==> src/rtl/rv_lsu.sv <==
// rv_lsu -- multi-cycle load/store unit between execute and write-back.
//
// Turns a single-instruction memory access (MemRead/MemWrite, func3, ALU
// address, rs2) into one valid/ready request on a data bus, waits for the
// response and returns the aligned, extended load word. The core is stalled
// from the first cycle of the access until the DONE cycle.
//
// Ports
//   clk, rst_n            core clock (rising edge), async active-low reset
//   mem_read, mem_write   access request from the current instruction
//   func3                 RV32I width/sign code
//   addr                  byte address (ALU result)
//   store_data            rs2 value
//   load_data             registered, extended load result (0 for stores/faults)
//   stall                 hold PC/instruction while the access is in flight
//   done, err             one-cycle completion pulse, error qualifier
//   req_*                 bus request channel (valid/ready, word-aligned)
//   rsp_*                 bus response channel (no backpressure)
//
// Parameter
//   TIMEOUT               cycles allowed waiting for a response, 0 = never
module rv_lsu #(
    parameter int unsigned TIMEOUT = 255
) (
    input  logic        clk,
    input  logic        rst_n,
    input  logic        mem_read,
    input  logic        mem_write,
    input  logic [2:0]  func3,
    input  logic [31:0] addr,
    input  logic [31:0] store_data,
    output logic [31:0] load_data,
    output logic        stall,
    output logic        done,
    output logic        err,
    output logic        req_valid,
    input  logic        req_ready,
    output logic        req_we,
    output logic [31:0] req_addr,
    output logic [3:0]  req_be,
    output logic [31:0] req_wdata,
    input  logic        rsp_valid,
    input  logic [31:0] rsp_rdata,
    input  logic        rsp_err
);

    typedef enum logic [1:0] {IDLE, REQ, WAIT_RSP, DONE} state_t;

    typedef struct packed {
        logic        we;
        logic [31:0] addr;
        logic [3:0]  be;
        logic [31:0] wdata;
    } lsu_req_t;

    // Counter only has to reach TIMEOUT-1: the cycle it sits there is the
    // last one allowed in WAIT_RSP.
    localparam int unsigned CW        = (TIMEOUT > 1) ? $clog2(TIMEOUT) : 1;
    localparam int unsigned TO_LAST_I = (TIMEOUT == 0) ? 0 : TIMEOUT - 1;
    localparam logic [CW-1:0] TO_LAST = TO_LAST_I[CW-1:0];

    state_t         state, state_n;
    lsu_req_t       req_q, req_c;
    logic [2:0]     func3_q;
    logic [1:0]     off_q;
    logic           err_q;
    logic [CW-1:0]  cnt;

    logic           acc, fault, illegal, misalign, to_hit;
    logic           is_hw, is_w;

    // Shift the addressed lane down to bit 0, then extend per func3.
    function automatic logic [31:0] extract(input logic [2:0]  f3,
                                            input logic [1:0]  off,
                                            input logic [31:0] rd);
        logic [31:0] w;
        w = rd >> {off, 3'b000};
        case (f3)
            3'b000:  extract = {{24{w[7]}},  w[7:0]};
            3'b100:  extract = {24'h0,       w[7:0]};
            3'b001:  extract = {{16{w[15]}}, w[15:0]};
            3'b101:  extract = {16'h0,       w[15:0]};
            default: extract = w;
        endcase
    endfunction

    // ---------------------------------------------------------------
    // Access decode (only meaningful in IDLE)
    // ---------------------------------------------------------------
    assign acc   = mem_read | mem_write;
    assign is_hw = (func3[1:0] == 2'b01);
    assign is_w  = (func3[1:0] == 2'b10);

    always_comb begin
        illegal = 1'b0;
        if (mem_write)
            illegal = (func3 >= 3'b011);
        else
            illegal = (func3 == 3'b011) || (func3[2:1] == 2'b11);
    end

    assign misalign = (is_hw & addr[0]) | (is_w & (addr[1:0] != 2'b00));
    assign fault    = (mem_read & mem_write) | illegal | misalign;

    always_comb begin
        req_c.we    = mem_write;
        req_c.addr  = {addr[31:2], 2'b00};
        req_c.be    = 4'b1111;
        req_c.wdata = 32'h0;
        case (func3[1:0])
            2'b00:   req_c.be = 4'b0001 << addr[1:0];
            2'b01:   req_c.be = 4'b0011 << addr[1:0];
            default: req_c.be = 4'b1111;
        endcase
        // Replicate store data across lanes so the bus can just apply be.
        if (mem_write) begin
            case (func3[1:0])
                2'b00:   req_c.wdata = {4{store_data[7:0]}};
                2'b01:   req_c.wdata = {2{store_data[15:0]}};
                default: req_c.wdata = store_data;
            endcase
        end
    end

    assign to_hit = (TIMEOUT != 0) && (cnt == TO_LAST);

    // ---------------------------------------------------------------
    // FSM
    // ---------------------------------------------------------------
    always_ff @(posedge clk or negedge rst_n) begin
        if (!rst_n) state <= IDLE;
        else        state <= state_n;
    end

    always_comb begin
        state_n   = state;
        stall     = 1'b0;
        req_valid = 1'b0;
        done      = 1'b0;
        case (state)
            IDLE: begin
                if (acc) begin
                    stall   = 1'b1;
                    state_n = fault ? DONE : REQ;
                end
            end
            REQ: begin
                stall     = 1'b1;
                req_valid = 1'b1;
                if (req_ready) state_n = WAIT_RSP;
            end
            WAIT_RSP: begin
                stall = 1'b1;
                if (rsp_valid || to_hit) state_n = DONE;
            end
            DONE: begin
                done    = 1'b1;
                state_n = IDLE;
            end
            default: state_n = IDLE;
        endcase
    end

    assign err       = done & err_q;
    assign req_we    = req_q.we;
    assign req_addr  = req_q.addr;
    assign req_be    = req_q.be;
    assign req_wdata = req_q.wdata;

    // ---------------------------------------------------------------
    // Datapath registers
    // ---------------------------------------------------------------
    always_ff @(posedge clk or negedge rst_n) begin
        if (!rst_n) begin
            req_q     <= '0;
            func3_q   <= 3'b000;
            off_q     <= 2'b00;
            err_q     <= 1'b0;
            load_data <= 32'h0;
            cnt       <= '0;
        end else begin
            case (state)
                IDLE: begin
                    if (acc) begin
                        req_q   <= req_c;
                        func3_q <= func3;
                        off_q   <= addr[1:0];
                        err_q   <= fault;
                        if (fault) load_data <= 32'h0;
                    end
                end
                WAIT_RSP: begin
                    cnt <= cnt + 1'b1;
                    // A response in the last allowed cycle wins over timeout.
                    if (rsp_valid) begin
                        err_q     <= rsp_err;
                        load_data <= (!req_q.we && !rsp_err) ?
                                     extract(func3_q, off_q, rsp_rdata) : 32'h0;
                    end else if (to_hit) begin
                        err_q     <= 1'b1;
                        load_data <= 32'h0;
                    end
                end
                DONE: cnt <= '0;
                default: ;
            endcase
        end
    end

endmodule
==> config.mk <==
export PLATFORM = sky130hd
export DESIGN_NAME = rv_lsu
export DESIGN_NICKNAME = d
export VERILOG_FILES = /design/src/rtl/rv_lsu.sv
export SDC_FILE = /design/constraint.sdc
export NUM_CORES = 1
export LEC_CHECK = 0
export BUFFER_PORTS_ARGS = -buffer_cell sky130_fd_sc_hd__buf_2
export CORE_MARGIN = 4
export CORE_UTILIZATION = 45
export CTS_CLUSTER_SIZE = 8
export DETAILED_ROUTE_END_ITERATION = 10
export PLACE_DENSITY = 0.81
export SETUP_SLACK_MARGIN = 0.2
export SLEW_MARGIN = 10
export SYNTH_ARGS = -nofsm -noshare
export SYNTH_HDL_FRONTEND = slang
export SYNTH_SLANG_ARGS = --single-unit
==> constraint.sdc <==
create_clock -name clk -period 3.25 [get_ports clk]
set_input_delay 0 -clock clk [delete_from_list [all_inputs] [get_ports clk]]
set_output_delay 0 -clock clk [all_outputs]
set_load 0.1 [all_outputs]
## After elaboration in Yosys (flattened, before gate mapping)

Cells that the tools add are included.

| storage, ports and cells | value |
|---|---|
| register bits | 115 |
| bits in latches | 0 |
| RAM bits | 0 |
| ROM bits | 0 |
| output and inout port bits | 105 |
| word-level logic and storage cells | 80 |
| memories | 0 |

| cells by class | value |
|---|---|
| add/subtract/negate cells | 1 |
| multipliers | 0 |
| divide/modulo/power cells | 0 |
| $lt $le $gt $ge | 1 |
| equality and inequality tests | 16 |
| shifts and indexed selects | 3 |
| muxes and demuxes | 25 |
| bitwise operators | 8 |
| reductions and logical operators | 16 |

Operators with widths:

| kind | count |
|---|---|
| 32-bit two-way mux | 6 |
| 32-bit case mux with 2 select lines | 2 |
| 32-bit case mux with 4 select lines | 1 |
| 32-bit by 5-bit right shift with 32-bit output | 1 |
| 8-bit case mux with 2 select lines | 1 |
| 8-bit by 1-bit adder with 8-bit output, second input constant | 1 |
| 2-bit == test, second input constant | 4 |
| 8-bit == test, second input constant | 1 |
| 2-bit two-way mux | 4 |
| 2-bit inequality test, second input constant | 4 |
| 2-bit case mux with 4 select lines | 1 |
| 4-bit case mux with 2 select lines | 1 |
| 1-bit two-way mux | 7 |
| 3-bit == test, second input constant | 2 |
| 3-bit AND reduction | 2 |
| 2-bit nonzero test | 3 |
| 1-bit bitwise AND | 4 |
| 2-bit by 1-bit == test with 1-bit output, second input constant | 2 |
| 2-bit logical NOT | 2 |
| 1-bit OR | 4 |
| 1-bit case mux with 2 select lines | 2 |
| 4-bit AND reduction | 1 |
| 1-bit by 2-bit << shifter with 4-bit output, first input constant | 1 |
| 2-bit by 2-bit << shifter with 4-bit output, first input constant | 1 |
| 10 further kinds | 12 |

## Logic depth before layout (Yosys ltp)

Gate-level depths: netlist of run 1.

| logic depth | value |
|---|---|
| depth after elaboration | 8 |
| mapped depth | 9 |
| gate-level depth less buffers | 6 |

## Least setup slack after synthesis of run 1

No wires, ideal clock.

| path | value |
|---|---|
| kind | flip-flop to output port |
| from | reg state[0] |
| to | out stall |
| arrival | 2.739 ns |
| data required time | 3.250 ns |
| setup slack | 0.511 ns |
| cell stages (with the launch flop) | 4 |
| path buffers | 1 |
| path through | dfrtp_1 ha_1 clkbuf_1 a21oi_1 |

| between the ends | value |
|---|---|
| longest elaborated chain between the ends | 3 |

RTL lines:

| element | RTL line | source |
|---|---|---|
| start: declaration | 62 | `state_t state, state_n;` |
| start signal: assignment | 132 | `else state <= state_n;` |
| 2-bit == test / 2-bit by 1-bit == test with 1-bit output (equally long branches) | 140 | `case (state)` |
| 2-bit OR reduction (no line) | - |  |
| 1-bit case mux with 2 select lines (*) | 140 |  |
| end: declaration | 33 | `output logic stall,` |

Mark *: on every way between the ends. The rest lies on a longest branch, timed or not.

## Final worst setup path of run 1

| path | value |
|---|---|
| from | reg state[0] |
| to | reg load_data[26] |

| between the ends | value |
|---|---|
| longest elaborated chain between the ends | 3 |

RTL lines:

| element | RTL line | source |
|---|---|---|
| 2-bit == test / 2-bit logical NOT (equally long branches) | 182 | `case (state)` |
| 3-bit inequality test (no line), or another cell as far along | - |  |
| 4-bit AND reduction (no line) | - |  |
| end signal: assignment | 197 | `load_data <= (!req_q.we && !rsp_err) ?` |
| end: declaration | 32 | `output logic [31:0] load_data,` |

Several ways; a longest one is shown, not always the timed one.
A chain may end at the register's enable or synchronous reset.

==> results of run 1 <==
## cell usage after synthesis, drive strengths merged
master	number	area share, %
a22o	16	2.5
buf	25	2.8
o21ai	47	4.1
a21oi	9	0.79
nor3b	1	0.13
nor2	18	1.2
nand2b	1	0.11
a21o	10	1.3
nand2	25	1.6
mux2	57	12
mux2i	30	5.3
xnor2	1	0.15
nor4	1	0.22
and3	9	0.99
o211a	2	0.35
xor2	4	0.61
nand4	4	0.44
nor4b	1	0.26
nand3b	11	1.4
nand3	1	0.088
and2	2	0.22
o32a	16	2.8
nor4bb	1	0.18
conb	1	0.066
ha	6	1.3
mux4	1	0.39
or2	3	0.33
or3	2	0.22
dfrtp	115	50
nor3	2	0.37
nor2b	24	2.6
inv	9	0.59
a211oi	14	1.8
clkbuf	15	0.99
nand4bb	1	0.20
o211ai	10	1.3
o21a	1	0.13
## worst max-delay path: stages, from the launching register on
cell and delay, ns:
dfrtp_1 0.40, inv_1 0.11, ha_1 0.42, nand4bb_1 0.48
nor4b_2 0.74, a21o_1 0.22, o32a_1 0.13
## logic make-up after synthesis
group | Yosys count | share of synthesized area, %
muxes | 88 | 17.3
buffers and inverters | 49 | 4.40
and+or+nand+nor | 107 | 10.6
AOI/OAI and AO/OA | 125 | 15.1
other | 1 | 0.0656
xor gates and xnor gates | 5 | 0.766
adders and majority gates | 6 | 1.31
DFF | 115 | 50.4
## stage by stage
stage | setup WS [ns] | util [%] | hold slack [ns]
after floorplan | 0.511 | - | -0.296
after global placement | 0.852 | 56.0 | 0.134
after detailed placement | 0.707 | 56.0 | 0.148
after CTS | 0.685 | 66.5 | 0.00114
after global routing | 0.473 | 66.5 | 0.0174
final | 0.679 | 66.5 | 0.0144
## cell usage in the layout (no fill, tap or decap), types with 14 or more instances in the layout
master and instances:
dfrtp_1 115, nor2_1 18, a22o_1 16, clkbuf_16 17, nand2_1 25, dlygate4sd3_1 74, o32a_1 16, o21ai_0 46
nor2b_1 24, a211oi_1 14, mux2i_1 30, buf_2 207, mux2_2 45
## flip-flops by register name, indices dropped and copies added, names as in the netlist
name and cells:
load_data 32, req_wdata 32, req_addr 30, cnt 8
req_be 4, func3_q 3, off_q 2, state 2
err_q 1, req_we 1
## layer usage
metal | part of all wire (%) | global-route usage, % | wire, um | vias to the layer above
met5 | 0 | 0 | 0 | -
met4 | 4.0 | 12.1 | 684 | 0
met2 | 50 | 40.2 | 8520 | 239
met1 | 39 | 27.9 | 6610 | 2481
li1 | - | - | - | 2340
met3 | 6.8 | 6.59 | 1160 | 55
## final cells by class
cell class,count,area [um2]
Antenna cell,1,2.50
Clock buffer,23,448
Clock inverter,7,85.1
Fill cell,900,4090
Inverter,9,33.8
Multi-Input combinational cell,333,2600
Sequential cell,115,2880
Tap cell,168,210
Timing Repair Buffer,289,1860
## worst max-delay path by stage
stage / startpoint / end / slack (ns) / cells past startpoint
final: state[0]$_DFFE_PN0P_ / load_data[26]$_DFFE_PN0P_ / 0.68 / 6
after global routing: state[0]$_DFFE_PN0P_ / load_data[26]$_DFFE_PN0P_ / 0.47 / 6
after CTS: state[0]$_DFFE_PN0P_ / load_data[26]$_DFFE_PN0P_ / 0.69 / 6
after detailed placement: state[0]$_DFFE_PN0P_ / load_data[26]$_DFFE_PN0P_ / 0.71 / 6
after global placement: state[0]$_DFFE_PN0P_ / load_data[27]$_DFFE_PN0P_ / 0.85 / 6
after floorplan: state[0]$_DFFE_PN0P_ / stall / 0.51 / 3
==> impl_metrics.tcl, run 1 <==
set metrics [dict create \
    endpoint_kind "flip-flop" \
    placed_cell_area_um2 6840 \
    dieArea_um2 14600 \
    clkTransAtPathRegs_ns 0.05 \
    hold_end "load_data[25]$_DFFE_PN0P_" \
    post-dp-hpwl_mm 11.4 \
    track_usage_pct 23.9 \
    gp_congestion 0.880 \
    synth_area_um2 5710 \
    cts.sinks 115 \
    cp.arrival_ns 2.92 \
    drv_cap 0 \
    ys_ff_latch 115 \
    final_area_um2 8120 \
    final_net_count 877 \
    crit_fanout 12 \
    cts_root_buf "clkbuf_16" \
    die_h_um 121 \
    die-width_um 121 \
    ant_nets 0 \
    fin_tns_setup_ns 0 \
    worstMarginPinSlew_ns 0.831 \
    setup_viol 0 \
    grt_max_degree 63 \
    fin_crit_ns 2.57 \
    drive_gt1_share_pct 38.5 \
    cts_tree "yes" \
    antenna_found_initial 1 \
    slew_viol_final 0 \
    r2r_end "load_data[26]$_DFFE_PN0P_" \
    hold_start "rsp_rdata[25]" \
    grt_pass1_wl_mm 27.6 \
    timing.slew.headroom_pct 44.4 \
    reg2reg_slack_ns 0.68 \
    grt_pass1_vias 5481 \
    synth_area_per_cell_um2 11.5 \
    port_buffers 208 \
    ios 211 \
    drt_first_pass_iters 4 \
    hp-class "primary input to flip-flop" \
    clk_path_buf_depth 2 \
    required_ns 3.59 \
    timing.final.crit_share_pct 79.1 \
    rsz0062_at_grt "no" \
    viasPerCell 5.41 \
    path_class "flip-flop to flip-flop" \
    startpoint_type "flip-flop" \
    cts_buffers 17 \
    finalWirelength_mm 17.0 \
    r2r_cells 6 \
    drt-initial-drc-count 366 \
    ys_warn_count 0 \
    drc 0 \
    htreeDepth 4 \
    status "finished clean" \
    worstReg2RegStart "state[0]$_DFFE_PN0P_" \
    fmax_mhz 389 \
    area_delta_synth_final_pct 42.1 \
    hold_path_depth 3 \
    hold_viol_final 0 \
    num_rows 40 \
    post_cts_resized 0 \
    start_util_pct 46.8 \
    hold_buffers 74 \
    synthDistinctLibCells 46 \
    skew_ns 0.00657 \
    yosysSeqAreaShare_pct 50.4 \
    synthCells 496 \
    grt-ovfl-total 0 \
    core_um2 12200 \
    place_inst 840 \
    fin_cells 945 \
    vias 5115 \
    clock_latency_ns 0.41 \
    post-cts-setup-buffers 0 \
    post_drt_wl_per_cell_um 18.0 \
]
Power of run 1 is left out: the tool's default activity adds up to more than one toggle a clock period on the data nets, which glitch-free logic cannot reach.
==> inputs of run 2 (changes only) <==
- PLACE_DENSITY: 0.81 -> 0.84
- clock period: 3.25 -> 2.1 ns (I/O delays scaled with it)
==> run 2 against run 1 <==
Cell area is 5.7% higher. Maximum frequency up 26%. Global-route usage is 1.1 points higher. Critical endpoint is now load_data[1]$_DFFE_PN0P_. Critical path type unchanged. Critical path depth is 2 higher. Largest cell class unchanged. First-iteration DRC count increased by 6.6%.
==> impl_metrics.tcl, run 2 (synthesis gave the netlist of run 1 again) <==
set metrics [dict create \
    drt-initial-drc-count 390 \
    max_stage_delay_ns 0.39 \
    drive_gt1_share_pct 43.1 \
    layout_common_cells "buf_2, dfrtp_1, dlygate4sd3_1" \
    fin_tns_setup_ns 0 \
    cp_slowest_cell "dfrtp_1" \
    cts_root_buf "clkbuf_16" \
    track_usage_pct 25.0 \
    rsz0062_at_grt "yes" \
    worstReg2RegStart "state[1]$_DFFE_PN0P_" \
    grt-ovfl-total 0 \
    num_rows 40 \
    reg2reg_slack_ns 0.06 \
    crit_family "simple AND/OR/NAND/NOR gates" \
    antennaDiodeCount 0 \
    path_depth 8 \
    final_net_count 902 \
    endpoint_kind "flip-flop" \
    path_class "flip-flop to flip-flop" \
    hold_viol_final 0 \
    post_drt_wl_per_cell_um 18.6 \
    layout_commonest_cell "buf_2" \
    setup_viol 0 \
    status "finished clean" \
    r2r_end "load_data[1]$_DFFE_PN0P_" \
    die-width_um 121 \
    vias 5333 \
    finalWirelength_mm 18.1 \
    utilization_pct 70.2 \
    ios 211 \
    cts.sinks 115 \
    hp-class "primary input to flip-flop" \
    slew_viol_final 0 \
    placed_cell_area_um2 6970 \
    clk_path_buf_depth 2 \
    clock_latency_ns 0.41 \
    required_ns 2.39 \
    cp.arrival_ns 2.33 \
    drc 0 \
    htreeDepth 4 \
    viasPerCell 5.50 \
    cp_num_buf_inv 3 \
    fin_crit_ns 2.04 \
    endpoint "load_data[1]$_DFFE_PN0P_" \
    fmax_mhz 491 \
    dieArea_um2 14600 \
    start_util_pct 46.8 \
    crit_fanout 8 \
    skew_ns 0.00686 \
    ant_nets 0 \
    grt_pass1_vias 5610 \
    drt_first_pass_iters 5 \
    core_um2 12200 \
    grt_max_degree 64 \
    final_area_um2 8580 \
    final.fill_count 821 \
    cts_tree "yes" \
    gp_congestion 0.884 \
    port_buffers 208 \
    clkTransAtPathRegs_ns 0.05 \
    grt_pass1_wl_mm 28.9 \
    die_h_um 121 \
    timing.slew.headroom_pct 58.2 \
    r2r_cells 8 \
    drv_cap 0 \
    post-dp-hpwl_mm 11.3 \
    timing.final.crit_share_pct 97.0 \
    cts_buffers 17 \
    startpoint "state[1]$_DFFE_PN0P_" \
    path_cells "inv_2 -> ha_4 -> nor3b_4 -> or2_1 -> nor3_4 -> buf_6 -> buf_12 -> mux2_4" \
    worstMarginPinSlew_ns 0.624 \
    area_delta_synth_final_pct 50.1 \
    antenna_found_initial 0 \
    startpoint_type "flip-flop" \
]
==> run 2: worst min path at each step <==
stage                         startpoint                         to  slack [ns]  cells past startpoint
after detailed placement           rst_n         cnt[5]$_DFFE_PN0P_       -0.01                      1
after global placement             rst_n         cnt[4]$_DFFE_PN0P_       -0.02                      1
after CTS                        rsp_err          err_q$_DFFE_PN0P_       0.007                      4
final                     store_data[17]  req_wdata[17]$_DFFE_PN0P_        0.03                      4
after global routing             rsp_err          err_q$_DFFE_PN0P_        0.04                      4
after floorplan                    rst_n         cnt[0]$_DFFE_PN0P_       -0.30                      0
==> run 2: layout make-up <==
class,count,area [um2],share of cell area [%]
sequential,115,2880,33.6
tap,168,210,2.45
clock buffer,21,470,5.48
timing repair buffer,314,2150,25.1
multi-input combinational,333,2680,31.2
clock inverter,10,155,1.81
inverter,9,33.8,0.394
==> run 2: per-layer routing <==
metal  track usage (%)  up-vias  share of wire [%]
li1                  -     2388                  -
met1              29.6     2601                 38
met4              11.5        0                3.3
met2              42.0      287                 50
met3              7.25       57                8.2
met5                 0        -                  0
==> run 2: worst min-delay path, cell delays in order <==
cell,delay (ns)
buf_2,0.08
mux2i_1,0.06
nor2_1,0.12
a22o_1,0.15
==> run 2: stage by stage <==
stage	std cells	worst slack, ns	hold WS [ns]
2_1_floorplan	497	0.203	-0.296
3_3_place_gp	848	0.162	-0.0229
3_5_place_dp	848	0.0578	-0.0150
4_1_cts	966	0.149	0.00713
5_1_grt	970	-0.000818	0.0375
6_report	970	0.0638	0.0313
==> run 2: repair_timing <==
action                     in CTS  in global routing
buffers inserted               11                  4
pin swaps                       3                  4
gates resized for setup         8                 14
gates cloned                    2                  0
hold endpoints to repair      159                  0
hold buffers                   74                  0
setup endpoints to repair      31                 35
Power of run 2 is left out for the same reason.
